$ cat src/rtl/hazard_unit_mc.sv
`default_nettype none
// ============================================================================
//  Module      : hazard_unit_mc
//  Description : Hazard / forwarding unit for the 5-stage MIPS pipeline with a
//                syscall drain controller, a multi-cycle MDU busy counter and a
//                saturating stall-cycle counter.
//  Revision    : 1.0 - initial release
// ============================================================================
module hazard_unit_mc #(
    parameter int REG_AW  = 5,
    parameter int V0_ADDR = 2,
    parameter int A0_ADDR = 4,
    parameter int MDU_LAT = 4,
    parameter int CNT_W   = 32
) (
    input  logic              clk,
    input  logic              rst_n,
    input  logic              SyscallD,
    input  logic              BranchD,
    input  logic              MemtoRegE,
    input  logic              RegWriteE,
    input  logic              MemtoRegM,
    input  logic              RegWriteM,
    input  logic              RegWriteW,
    input  logic [REG_AW-1:0] RsD,
    input  logic [REG_AW-1:0] RtD,
    input  logic [REG_AW-1:0] RsE,
    input  logic [REG_AW-1:0] RtE,
    input  logic [REG_AW-1:0] WriteRegE,
    input  logic [REG_AW-1:0] WriteRegM,
    input  logic [REG_AW-1:0] WriteRegW,
    input  logic              MduStartE,
    input  logic              MduUseD,
    input  logic              CntClr,
    output logic              StallF,
    output logic              StallD,
    output logic              FlushE,
    output logic              ForwardAD,
    output logic              ForwardBD,
    output logic [1:0]        ForwardAE,
    output logic [1:0]        ForwardBE,
    output logic              SyscallGo,
    output logic              MduBusy,
    output logic [CNT_W-1:0]  StallCount
);

    localparam int                 C_MDU_W    = $clog2(MDU_LAT + 1);
    localparam logic [C_MDU_W-1:0] C_MDU_LOAD = C_MDU_W'(MDU_LAT);
    localparam logic [REG_AW-1:0]  C_V0       = REG_AW'(V0_ADDR);
    localparam logic [REG_AW-1:0]  C_A0       = REG_AW'(A0_ADDR);

    typedef enum logic [1:0] {
        S_IDLE  = 2'd0,
        S_DRAIN = 2'd1,
        S_GO    = 2'd2
    } state_t;

    state_t             r_state;
    state_t             w_state_nxt;
    logic [C_MDU_W-1:0] r_mdu_cnt;
    logic [CNT_W-1:0]   r_stall_cnt;

    logic w_lwstall;
    logic w_branchstall;
    logic w_syspend;
    logic w_mdustall;
    logic w_other;
    logic w_sysstall;
    logic w_go;
    logic w_stall;

    // Forwarding paths; register 0 is hardwired and never forwarded, M beats W
    always_comb begin
        ForwardAD = (RsD != '0) && (RsD == WriteRegM) && RegWriteM;
        ForwardBD = (RtD != '0) && (RtD == WriteRegM) && RegWriteM;
        ForwardAE = 2'b00;
        if ((RsE != '0) && (RsE == WriteRegM) && RegWriteM)
            ForwardAE = 2'b10;
        else if ((RsE != '0) && (RsE == WriteRegW) && RegWriteW)
            ForwardAE = 2'b01;
        ForwardBE = 2'b00;
        if ((RtE != '0) && (RtE == WriteRegM) && RegWriteM)
            ForwardBE = 2'b10;
        else if ((RtE != '0) && (RtE == WriteRegW) && RegWriteW)
            ForwardBE = 2'b01;
    end

    // Combinational stall sources
    always_comb begin
        w_lwstall     = MemtoRegE && (RtE != '0) && ((RtE == RsD) || (RtE == RtD));
        w_branchstall = BranchD &&
                        ((RegWriteE && (WriteRegE != '0) &&
                          ((WriteRegE == RsD) || (WriteRegE == RtD))) ||
                         (MemtoRegM && (WriteRegM != '0) &&
                          ((WriteRegM == RsD) || (WriteRegM == RtD))));
        w_syspend     = (RegWriteE && ((WriteRegE == C_V0) || (WriteRegE == C_A0))) ||
                        (RegWriteM && ((WriteRegM == C_V0) || (WriteRegM == C_A0))) ||
                        (RegWriteW && ((WriteRegW == C_V0) || (WriteRegW == C_A0)));
        w_mdustall    = MduUseD && MduBusy;
        w_other       = w_lwstall || w_branchstall || w_mdustall;
    end

    // Syscall controller state register; reset abandons any syscall in flight
    always_ff @(posedge clk or negedge rst_n) begin
        if (!rst_n)
            r_state <= S_IDLE;
        else
            r_state <= w_state_nxt;
    end

    // Syscall controller: wait for v0/a0 writers to drain, then strobe once
    always_comb begin
        w_state_nxt = r_state;
        w_sysstall  = 1'b0;
        w_go        = 1'b0;
        case (r_state)
            S_IDLE: begin
                w_sysstall = SyscallD;
                if (SyscallD)
                    w_state_nxt = w_syspend ? S_DRAIN : S_GO;
            end
            S_DRAIN: begin
                w_sysstall = 1'b1;
                if (!w_syspend)
                    w_state_nxt = S_GO;
            end
            S_GO: begin
                w_go = !w_other;
                if (!w_other)
                    w_state_nxt = S_IDLE;
            end
            default: w_state_nxt = S_IDLE;
        endcase
    end

    // MDU busy counter: (re)load on issue, count down to idle
    always_ff @(posedge clk or negedge rst_n) begin
        if (!rst_n)
            r_mdu_cnt <= '0;
        else if (MduStartE)
            r_mdu_cnt <= C_MDU_LOAD;
        else if (r_mdu_cnt != '0)
            r_mdu_cnt <= r_mdu_cnt - C_MDU_W'(1);
    end

    // Saturating stalled-cycle counter; clear has priority over counting
    always_ff @(posedge clk or negedge rst_n) begin
        if (!rst_n)
            r_stall_cnt <= '0;
        else if (CntClr)
            r_stall_cnt <= '0;
        else if (w_stall && !(&r_stall_cnt))
            r_stall_cnt <= r_stall_cnt + CNT_W'(1);
    end

    // Pipeline control outputs, all held low while reset is asserted
    always_comb begin
        MduBusy    = (r_mdu_cnt != '0);
        w_stall    = rst_n && (w_lwstall || w_branchstall || w_sysstall || w_mdustall);
        StallF     = w_stall;
        StallD     = w_stall;
        FlushE     = w_stall;
        SyscallGo  = rst_n && w_go;
        StallCount = r_stall_cnt;
    end

endmodule
`default_nettype wire

$ cat config.mk
export PLATFORM = sky130hd
export DESIGN_NAME = hazard_unit_mc
export DESIGN_NICKNAME = d
export VERILOG_FILES = /design/src/rtl/hazard_unit_mc.sv
export SDC_FILE = /design/constraint.sdc
export NUM_CORES = 1
export LEC_CHECK = 0
export CAP_MARGIN = 20
export CORE_MARGIN = 1
export CORE_UTILIZATION = 40
export DETAILED_ROUTE_END_ITERATION = 16
export HOLD_SLACK_MARGIN = 0.15
export PLACE_DENSITY = 0.83
export SETUP_SLACK_MARGIN = 0.3
export SLEW_MARGIN = 20
export SYNTH_ARGS = -nofsm -noshare
export SYNTH_HDL_FRONTEND = slang
export SYNTH_SLANG_ARGS = --single-unit
$ cat constraint.sdc
create_clock -name clk -period 2.7 [get_ports clk]
set_input_delay 0.54 -clock clk [delete_from_list [all_inputs] [get_ports clk]]
set_output_delay 0.54 -clock clk [all_outputs]
set_load 0.05 [all_outputs]
==> summary.md, run 1 <==
| Metric | Value |
|---|---|
| Tcrit/Tclk final | `0.955` |
| WL per Instance | `17.4 um` |
| CP arrival | `2.80 ns` |
| Met1 wire length | `3.80 mm` |
| Core region area | `0.00679 mm^2` |
| Starting Density | `0.413` |
| Dpl hpwl | `6.44 mm` |
| Top FF cell, synth | `dfrtp_1` |
| DRC | `0` |
| Die Y | `85.8 um` |
| CP Depth | `10` |
| Depth of the CTS H-tree | `2` |
| Cell count after placement | `548` |
| First-pass GRT wire length | `14.9 mm` |
| Max Cap Viol | `0` |
| Rows | `30` |
| Status | `complete, no violations` |
| Met3 routed WL | `573 um` |
| Clk_lat worst skew | `0.30 ns` |
| Routability Congestion | `0.958` |
| Largest net degree at the start of global routing | `40` |
| Min Clock Period, post-route | `2.58 ns` |
| Clock power frac | `0.282` |
| CTS root buf | `clkbuf_8` |
| TritonCTS clock tree | `done` |
| Mapped Cells | `332` |
| Die Area | `0.00736 mm^2` |
| Cts hold-fix bufs | `0` |
| WL final | `10.1 mm` |
| Die W | `85.8 um` |
| RR Startpoint | `StallCount[15]` |
| Final Slew Violations | `0` |
| Max_slew headroom | `0.638` |
| Crit path capture | `StallCount[29]` |
| Post-route clock skew | `0.0132 ns` |
| Net Sw Frac | `0.327` |
| Num CTS Buffers | `5` |
| CP Capture Type | `flip-flop` |
| TritonCTS Sinks | `37` |
| FMAX | `0.388 GHz` |
| Vias | `3257` |
| Share of layout cells above drive strength 1 | `0.441` |
| Initial DRC Count | `244` |
| Worst-Margin Slew | `0.542 ns` |
| Fin nets | `532` |
| Async SR Flop Fraction | `1.00` |
| WL met2 | `5.38 mm` |
| Sequential fraction of the synthesis area | `0.330` |
| R2R cell count | `9` |
| Syn avg cell area | `8.46 um^2` |
| Reg power frac | `0.299` |
| Max VDD drop | `0.000201 V` |
| Crit-path max cell delay | `0.48 ns` |
| Setup crit start | `WriteRegE[1]` |
| Yosys synthesis warning count | `0` |
| CP max FO | `5` |
| Post-synth EDFFs | `0` |
| Highest metal used | `met4` |
| P_int | `1.39 mW` |
| Max clock buf depth | `2` |
| P&R area growth vs syn | `78.9%` |
| Cell Chain, Critical Path | `dlygate4sd2_1, xnor2_1, nand3_2, a221oi_4, o31ai_4, buf_4, buf_6, nor3_4, or4b_1, a21oi_1` |
| Crit path required time | `2.92 ns` |
| Final Hold Fails | `0` |
| N_diodes | `0` |
| Post-synthesis register bit count | `37` |
| Final Power | `2.06 mW` |
| Lkg Pwr | `1.93 nW` |
| CP max stage cell | `or4b_1` |
| Antenna violations before repair | `0` |
| Psw | `673 uW` |
| FF-to-FF End | `StallCount[22]` |
| Post-Syn Area | `0.00281 mm^2` |
| Drt pass-1 iters | `6` |
| Port buffer count | `89` |
| Final setup vio count | `0` |
| Worst path top cell family by delay | `simple AND/OR/NAND/NOR gates` |
| Vias per cell | `5.63` |
| # IOs | `90` |
| Overall global routing resource usage | `0.258` |
| Congestion Overflow GR | `0` |
| Comb power frac | `0.419` |
| Pwr Density | `410 mW/mm^2` |
| RSZ-0062 raised after global routing | `true` |
| Critical setup path kind | `in2reg` |
| CTS clk-pin slew, worst paths | `0.09 ns` |
| Post-synth net total | `382` |
| Critical path startpoint category | `primary input` |
| Routed Antenna Nets | `0` |
| Fin cells | `579` |
| Vias in the first global route | `3178` |
| Reg2reg setup slack | `0.20 ns` |
| CP Buf/Inv Count | `3` |
| Worst min path class | `in2async` |
| Netlist cell types | `47` |
## how the worst min path moves through the flow
stage,endpoint,slack [ns],depth (start not counted)
after floorplan,StallCount[0],0.24,0
after global placement,r_mdu_cnt[2],0.46,1
after detailed placement,r_mdu_cnt[2],0.48,1
after CTS,r_mdu_cnt[0],0.41,2
after global routing,StallCount[6],0.44,2
final,StallCount[25],0.40,2
## metrics by stage
| step | setup WS [ns] | setup TNS [ns] | cell area [um^2] | utilization | hold slack [ns] |
|---|---|---|---|---|---|
| after CTS | 0.135 | 0 | 4780 | 0.704 | 0.410 |
| after floorplan | 0.143 | 0 | 3050 | - | 0.244 |
| final | 0.122 | 0 | 5020 | 0.740 | 0.397 |
| after detailed placement | -0.486 | -12.97 | 4350 | 0.641 | 0.475 |
| after global routing | 0.0253 | 0 | 5020 | 0.740 | 0.437 |
| after global placement | -0.353 | -9.23 | 4350 | 0.641 | 0.462 |
## layout make-up
type / count / area [um^2]
repair buffers: 162 / 1520
well taps: 96 / 120
multi-input cells: 270 / 2270
flip-flops and latches: 37 / 943
clock buffers: 5 / 68.8
inverters: 6 / 36.3
fillers: 450 / 1770
clock inverters: 3 / 65.1
## cell usage after synthesis (3+ instances only)
cell type | n | area (um^2)
xnor2_1 | 49 | 429
dfrtp_1 | 37 | 926
nor2_1 | 30 | 113
nand2_1 | 23 | 86.3
nand3_1 | 21 | 105
a21oi_1 | 19 | 95.1
xor2_1 | 15 | 131
or3_1 | 12 | 75.1
nand4_1 | 11 | 68.8
nor3_1 | 11 | 55.1
o21ai_0 | 11 | 55.1
clkbuf_1 | 9 | 33.8
buf_2 | 8 | 40.0
and4_1 | 7 | 61.3
inv_1 | 6 | 22.5
nor4_1 | 6 | 37.5
nor2b_1 | 5 | 31.3
and3_1 | 4 | 25.0
nand2b_1 | 4 | 25.0
or4_1 | 4 | 30.0
a31o_2 | 3 | 26.3
ha_1 | 3 | 37.5
mux2_2 | 3 | 33.8
o21ai_1 | 3 | 15.0
o31ai_1 | 3 | 22.5
## cells in the final DEF, fill, tap and decap left out, drive strengths merged, types with 2 or more instances in the layout
cell type | Yosys | layout
buf | 11 | 104
xnor2 | 49 | 49
clkdlybuf4s50 | 0 | 44
dfrtp | 37 | 37
nor2 | 31 | 31
nand2 | 23 | 23
nand3 | 21 | 21
a21oi | 19 | 19
o21ai | 15 | 17
xor2 | 15 | 15
or3 | 12 | 12
nor3 | 12 | 12
clkbuf | 10 | 12
nand4 | 11 | 11
and4 | 7 | 7
nor4 | 6 | 6
nor2b | 5 | 5
mux2 | 5 | 5
inv | 6 | 5
dlygate4sd2 | 0 | 4
or4 | 4 | 4
nand2b | 4 | 4
and3 | 4 | 4
o31ai | 3 | 3
a31o | 3 | 3
ha | 3 | 3
bufinv | 0 | 3
nor4b | 2 | 2
dlymetal6s2s | 0 | 2
## cells by family (layout without fill, tap and decap cells)
group                      after synthesis  after routing  synth area share
buffers and inverters                   27            176            0.0454
adders and majority gates                3              3            0.0134
muxes                                    6              6            0.0236
DFF                                     37             37             0.330
AOI/OAI and AO/OA                       47             49             0.101
and+or+nand+nor                        148            148             0.287
xor gates and xnor gates                64             64             0.200
## flip-flops by register name (all words and copies together), names as in the netlist
register and count:
r_state 2, StallCount 32, r_mdu_cnt 3
## what timing repair did
item | 4_1_cts | 5_1_grt
endpoints found under the setup margin | 43 | 43
buffers inserted | 12 | 9
pin swaps | 32 | 45
gates resized for setup | 147 | 67
gates cloned | 2 | 0
## routing by layer
layer | vias up | GRT usage
met1 | 1585 | 0.288
met5 | - | 0
met4 | 0 | 0.111
met3 | 31 | 0.0500
li1 | 1461 | -
met2 | 180 | 0.475
## power by group through the flow
stage          logic [mW]  clock network, mW  registers, mW
6_report            0.863              0.581          0.616
5_1_grt             0.921              0.606          0.621
4_1_cts             0.750              0.577          0.612
3_5_place_dp        0.646                  0          0.623
3_3_place_gp        0.628                  0          0.622
2_1_floorplan       0.381                  0          0.636
Power figures use the tool's default switching activity.
==> run 2, diff against run 1 <==
ABC_CLOCK_PERIOD_IN_PS = 2700   (was unset)
CORE_ASPECT_RATIO = 0.75   (was unset)
==> run 2 against run 1 <==
- largest power group unchanged
- clock skew down 0.0065 ns
- worst hold slack worse by 0.29 ns
- sequential cell count unchanged
- critical path depth down 2
- combinational power up 14%
- the run now ends with negative setup slack left
- design area up 4.8%
- global-route usage up 4.3 points
- maximum frequency down 5.3%
==> summary.md, run 2 (synthesis results as in run 1) <==
| Metric | Value |
|---|---|
| Initial DRC Count | `310` |
| Worst Slack Setup Final | `-0.0219 ns` |
| Max clock buf depth | `2` |
| CP Capture Type | `output pin` |
| WL per Instance | `21.7 um` |
| RR Startpoint | `r_mdu_cnt[0]` |
| Depth of the CTS H-tree | `2` |
| Antenna violations before repair | `0` |
| Min Clock Period, post-route | `2.72 ns` |
| Congestion Overflow GR | `0` |
| Max Cap Viol | `0` |
| Final core utilization | `0.775` |
| TritonCTS clock tree | `done` |
| Failing checks | `negative setup slack` |
| Vias | `3419` |
| DRC | `0` |
| Crit path required time | `2.16 ns` |
| Port buffer count | `89` |
| P&R area growth vs syn | `87.5%` |
| Rows | `26` |
| Fin cells | `570` |
| CP max stage cell | `or3_4` |
| FF+latch area | `943 um^2` |
| Dpl cell area | `0.00435 mm^2` |
| Commonest non-fill, non-tap cell in the layout | `buf_4` |
| # IOs | `90` |
| CP arrival | `2.18 ns` |
| Starting Density | `0.413` |
| Critical setup path kind | `in2out` |
| Pwr Density | `391 mW/mm^2` |
| First-pass GRT wire length | `17.0 mm` |
| Fin nets | `535` |
| Worst hold slack | `0.105 ns` |
| Num CTS Buffers | `5` |
| # fillers | `365` |
| FF-to-FF End | `StallCount[10]` |
| CP max FO | `3` |
| Overall global routing resource usage | `0.301` |
| Lkg Pwr | `2.05 nW` |
| Share of layout cells above drive strength 1 | `0.479` |
| Critical path startpoint category | `primary input` |
| Worst-Margin Slew | `0.538 ns` |
| DP Worst Slack | `-0.431 ns` |
| Cell Chain, Critical Path | `buf_8, or3_4, o311ai_4, a21oi_2, buf_4, nor3_4, and4b_4, buf_12` |
| Final setup vio count | `2` |
| N_diodes | `0` |
| Core region area | `0.00680 mm^2` |
| Tcrit/Tclk final | `1.01` |
| CP Buf/Inv Count | `3` |
| Status | `complete, but fails checks` |
| Worst min path class | `in2async` |
| Die W | `98.8 um` |
| TritonCTS Sinks | `37` |
| Most frequent cells in the layout | `51 x buf_4, 43 x clkdlybuf4s50_1, 40 x xnor2_1, 29 x buf_6, 26 x nor2_1` |
| Worst path top cell family by delay | `simple AND/OR/NAND/NOR gates` |
| Cell count after placement | `536` |
| Die Area | `0.00736 mm^2` |
| Max VDD drop | `0.000305 V` |
| Multi-input gate area | `0.00236 mm^2` |
| Largest net degree at the start of global routing | `40` |
| Dpl hpwl | `6.91 mm` |
| RSZ-0062 raised after global routing | `true` |
| Flip-flop count of the largest register after layout | `32` |
| Die Y | `74.6 um` |
| Fin area | `0.00527 mm^2` |
| Clk_lat worst skew | `0.30 ns` |
| WL final | `12.3 mm` |
| Reg2reg setup slack | `0.12 ns` |
| Vias per cell | `6.00` |
| R2R cell count | `16` |
| CTS root buf | `clkbuf_8` |
| CTS clk-pin slew, worst paths | `0.08 ns` |
| Final Power | `2.06 mW` |
| Setup_tns | `-0.0258 ns` |
| Post-route clock skew | `0.00675 ns` |
| Crit-path max cell delay | `0.40 ns` |
| Vias in the first global route | `3210` |
| Final Hold Fails | `0` |
| Routability Congestion | `0.897` |
| FMAX | `0.367 GHz` |
| Max_slew headroom | `0.640` |
| Final Slew Violations | `0` |
| Routed Antenna Nets | `0` |
| Drt pass-1 iters | `5` |
-- run 2: changes by cell type in the layout (fill, tap and decap cells not counted), sizes merged --
cell | before | now
buf | 104 | 111
clkbuf | 12 | 10
clkdlybuf4s50 | 44 | 43
dlymetal6s2s | 2 | 3
o21ai | 17 | 15
clkdlybuf4s15 | 1 | 4
bufinv | 3 | 1
dlygate4sd2 | 4 | 3
-- run 2: how the worst max path moves through the flow --
stage | startpoint | to | slack (ns) | depth (start not counted)
floorplan | RsE[1] | ForwardAE[0] | 0.14 | 4
global placement | RtE[3] | StallCount[29] | -0.36 | 10
detailed placement | WriteRegE[4] | StallCount[29] | -0.43 | 10
CTS | RsD[4] | SyscallGo | 0.09 | 9
global route | RtD[3] | SyscallGo | -0.07 | 9
finish | WriteRegM[0] | SyscallGo | -0.02 | 8
-- run 2: layout make-up --
cell class              count  area share
clock buffers               7      0.0183
clock inverters             1    0.000950
inverters                   6     0.00689
multi-input cells         268       0.448
flip-flops and latches     37       0.179
well taps                  84      0.0200
repair buffers            167       0.326
-- run 2: where the power goes --
part | internal, mW | leakage, nW | total [mW] | switching [mW]
Clock | 0.231 | 0.0542 | 0.456 | 0.225
Sequential | 0.586 | 0.485 | 0.618 | 0.0320
Combinational | 0.508 | 1.51 | 0.983 | 0.475
-- run 2: metal layers --
metal / part of all wire / GRT usage / wire, um
met1: 0.41 / 0.415 / 5090
met2: 0.49 / 0.507 / 5990
met3: 0.072 / 0.0461 / 885
met4: 0.031 / 0.0614 / 385
met5: 0 / 0 / 0
-- run 2: timing repair --
| action | 4_1_cts | 5_1_grt |
|---|---|---|
| endpoints found under the hold margin | 8 | 8 |
| endpoints found under the setup margin | 43 | 43 |
| buffers inserted | 17 | 6 |
| pin swaps | 46 | 51 |
| gates cloned | 3 | 0 |
| gates resized for setup | 184 | 78 |
==> run 3, diff against run 2 <==
ABC_CLOCK_PERIOD_IN_PS = 2370   (was 2700)
PLACE_DENSITY = 0.86   (was 0.83)
SKIP_CTS_REPAIR_TIMING = 1   (was unset)
clock period = 2.37 ns   (was 2.7 ns; I/O delays follow)
==> run 3 against run 2 <==
- the flow still finishes with violations (negative setup slack)
- combinational power is essentially flat
- worst hold slack better by 0.24 ns
- sequential cell count is the same
- total power increased by 7.9%
- wire length rose by 4.7%
- design area grew 0.71%
- sequential share of layout area fell by 0.080 points
- clock skew is 0.0029 ns higher
- clock power grew 13%
- critical path depth unchanged
- final cell count rose by 1.8%
- largest power group unchanged
==> summary.md, run 3 (synthesis results as in run 1) <==
| Metric | Value |
|---|---|
| Max clock buf depth | `2` |
| Min Clock Period, post-route | `2.61 ns` |
| Share of layout cells above drive strength 1 | `0.476` |
| Final setup vio count | `19` |
| WL final | `12.9 mm` |
| Fin area | `0.00530 mm^2` |
| Depth of the CTS H-tree | `2` |
| Overall global routing resource usage | `0.257` |
| Tcrit/Tclk final | `1.10` |
| Max Cap Viol | `0` |
| FF-to-FF End | `StallCount[7]` |
| Antenna violations before repair | `0` |
| Core region area | `0.00680 mm^2` |
| Most frequent cells in the layout | `62 x buf_4, 43 x xnor2_1, 31 x buf_6, 28 x clkdlybuf4s50_1, 25 x nor2_1` |
| RR Startpoint | `r_mdu_cnt[0]` |
| R2R cell count | `13` |
| Clock power frac | `0.232` |
| Port buffer count | `89` |
| CP max stage cell | `or3_4` |
| Pwr Density | `418 mW/mm^2` |
| Num CTS Buffers | `5` |
| Routability Congestion | `0.929` |
| P&R area growth vs syn | `88.8%` |
| CTS clk-pin slew, worst paths | `0.08 ns` |
| Setup_tns | `-1.68 ns` |
| Crit path required time | `1.90 ns` |
| TritonCTS clock tree | `done` |
| Fin nets | `545` |
| Die Area | `0.00736 mm^2` |
| Die W | `98.8 um` |
| Final core utilization | `0.780` |
| Final Hold Fails | `0` |
| Post-route clock skew | `0.00962 ns` |
| WL met2 | `6.09 mm` |
| Max VDD drop | `0.000273 V` |
| N_diodes | `0` |
| Failing checks | `negative setup slack` |
| Initial DRC Count | `362` |
| Dpl cell area | `0.00437 mm^2` |
| Vias in the first global route | `3032` |
| Die Y | `74.6 um` |
| CP Capture Type | `output pin` |
| Worst min path class | `in2async` |
| Dpl hpwl | `7.51 mm` |
| Clk_lat worst skew | `0.31 ns` |
| FMAX | `0.383 GHz` |
| Routed Antenna Nets | `0` |
| Worst Slack Setup Final | `-0.238 ns` |
| TritonCTS Sinks | `37` |
| Lkg Pwr | `2.35 nW` |
| Commonest non-fill, non-tap cell in the layout | `buf_4` |
| Status | `complete, but fails checks` |
| Reg2reg setup slack | `0.01 ns` |
| Highest metal used | `met4` |
| Reg power frac | `0.314` |
| DRC | `0` |
| WL per Instance | `22.3 um` |
| Crit-path max cell delay | `0.40 ns` |
| Flip-flop count of the largest register after layout | `32` |
| Drt pass-1 iters | `5` |
| Congestion Overflow GR | `0` |
| CP arrival | `2.13 ns` |
| Met3 routed WL | `944 um` |
| Critical path startpoint category | `primary input` |
| Net Sw Frac | `0.365` |
| Cell Chain, Critical Path | `buf_8, or3_4, o311ai_4, a21oi_4, buf_6, nor3_4, and4b_4, buf_12` |
| P_int | `1.41 mW` |
| Worst-Margin Slew | `0.541 ns` |
| DP Worst Slack | `-0.692 ns` |
| Vias per cell | `6.14` |
| First-pass GRT wire length | `14.6 mm` |
| CTS root buf | `clkbuf_8` |
| Largest net degree at the start of global routing | `40` |
| Vias | `3559` |
| Final Slew Violations | `0` |
| Max_slew headroom | `0.639` |
| Starting Density | `0.413` |
| Met1 wire length | `5.26 mm` |
| Psw | `811 uW` |
| Rows | `26` |
| Final Power | `2.22 mW` |
| CP max FO | `3` |
| Comb power frac | `0.454` |
| RSZ-0062 raised after global routing | `true` |
| Critical setup path kind | `in2out` |
| # IOs | `90` |
run 3: cell count changes in the layout (fill, tap and decap cells not counted), moves of 3 or more:
cell and change:
buf_4 +11, o21ai_2 -4, xnor2_2 -3, buf_16 -3
dlygate4sd2_1 -3, mux2_4 -3, o21ai_0 +5, mux2_2 +3
buf_2 -7, clkbuf_2 +6, dlymetal6s2s_1 +21, xnor2_1 +3
clkdlybuf4s50_1 -15
run 3: worst max-delay path by stage:
stage | to | startpoint | slack, ns | depth (start not counted)
final | SyscallGo | WriteRegM[3] | -0.24 | 8
after global routing | SyscallGo | RsD[2] | -0.26 | 9
after CTS | SyscallGo | WriteRegM[0] | -0.57 | 8
after detailed placement | StallCount[11] | WriteRegE[0] | -0.69 | 11
after global placement | StallCount[10] | RtD[4] | -0.60 | 11
after floorplan | StallCount[23] | StallCount[0] | -0.12 | 10
run 3: cell type report:
| type | instances | area (um^2) |
|---|---|---|
| multi-input combinational | 269 | 2310 |
| clock buffer | 7 | 96.3 |
| clock inverter | 1 | 5.00 |
| fill | 367 | 1500 |
| timing repair buffer | 176 | 1810 |
| tap | 84 | 105 |
| inverter | 6 | 36.3 |
| sequential | 37 | 946 |
run 3: critical path: cells and delay by family:
| kind | cells | cell delay [ns] |
|---|---|---|
| AND/OR/NAND/NOR | 3 | 0.92 |
| AO/OA/AOI/OAI | 2 | 0.36 |
| buffers and inverters | 3 | 0.37 |
run 3: metrics by stage:
step / hold WS [ns] / cells
floorplan: 0.178 / 332
global placement: 0.469 / 539
detailed placement: 0.475 / 539
CTS: 0.336 / 547
global route: 0.356 / 580
finish: 0.343 / 580
run 3: per-layer routing:
layer | GRT usage | vias up
li1 | - | 1497
met4 | 0.0580 | 0
met1 | 0.343 | 1729
met2 | 0.444 | 251
met5 | 0 | -
met3 | 0.0451 | 82
run 3: power by group through the flow:
stage                     Clock [mW]  Combinational [mW]  Sequential [mW]
after global routing           0.548                1.06            0.699
after CTS                      0.496               0.773            0.701
after floorplan                    0               0.440            0.726
after detailed placement           0               0.768            0.713
after global placement             0               0.738            0.709
final                          0.515                1.01            0.696
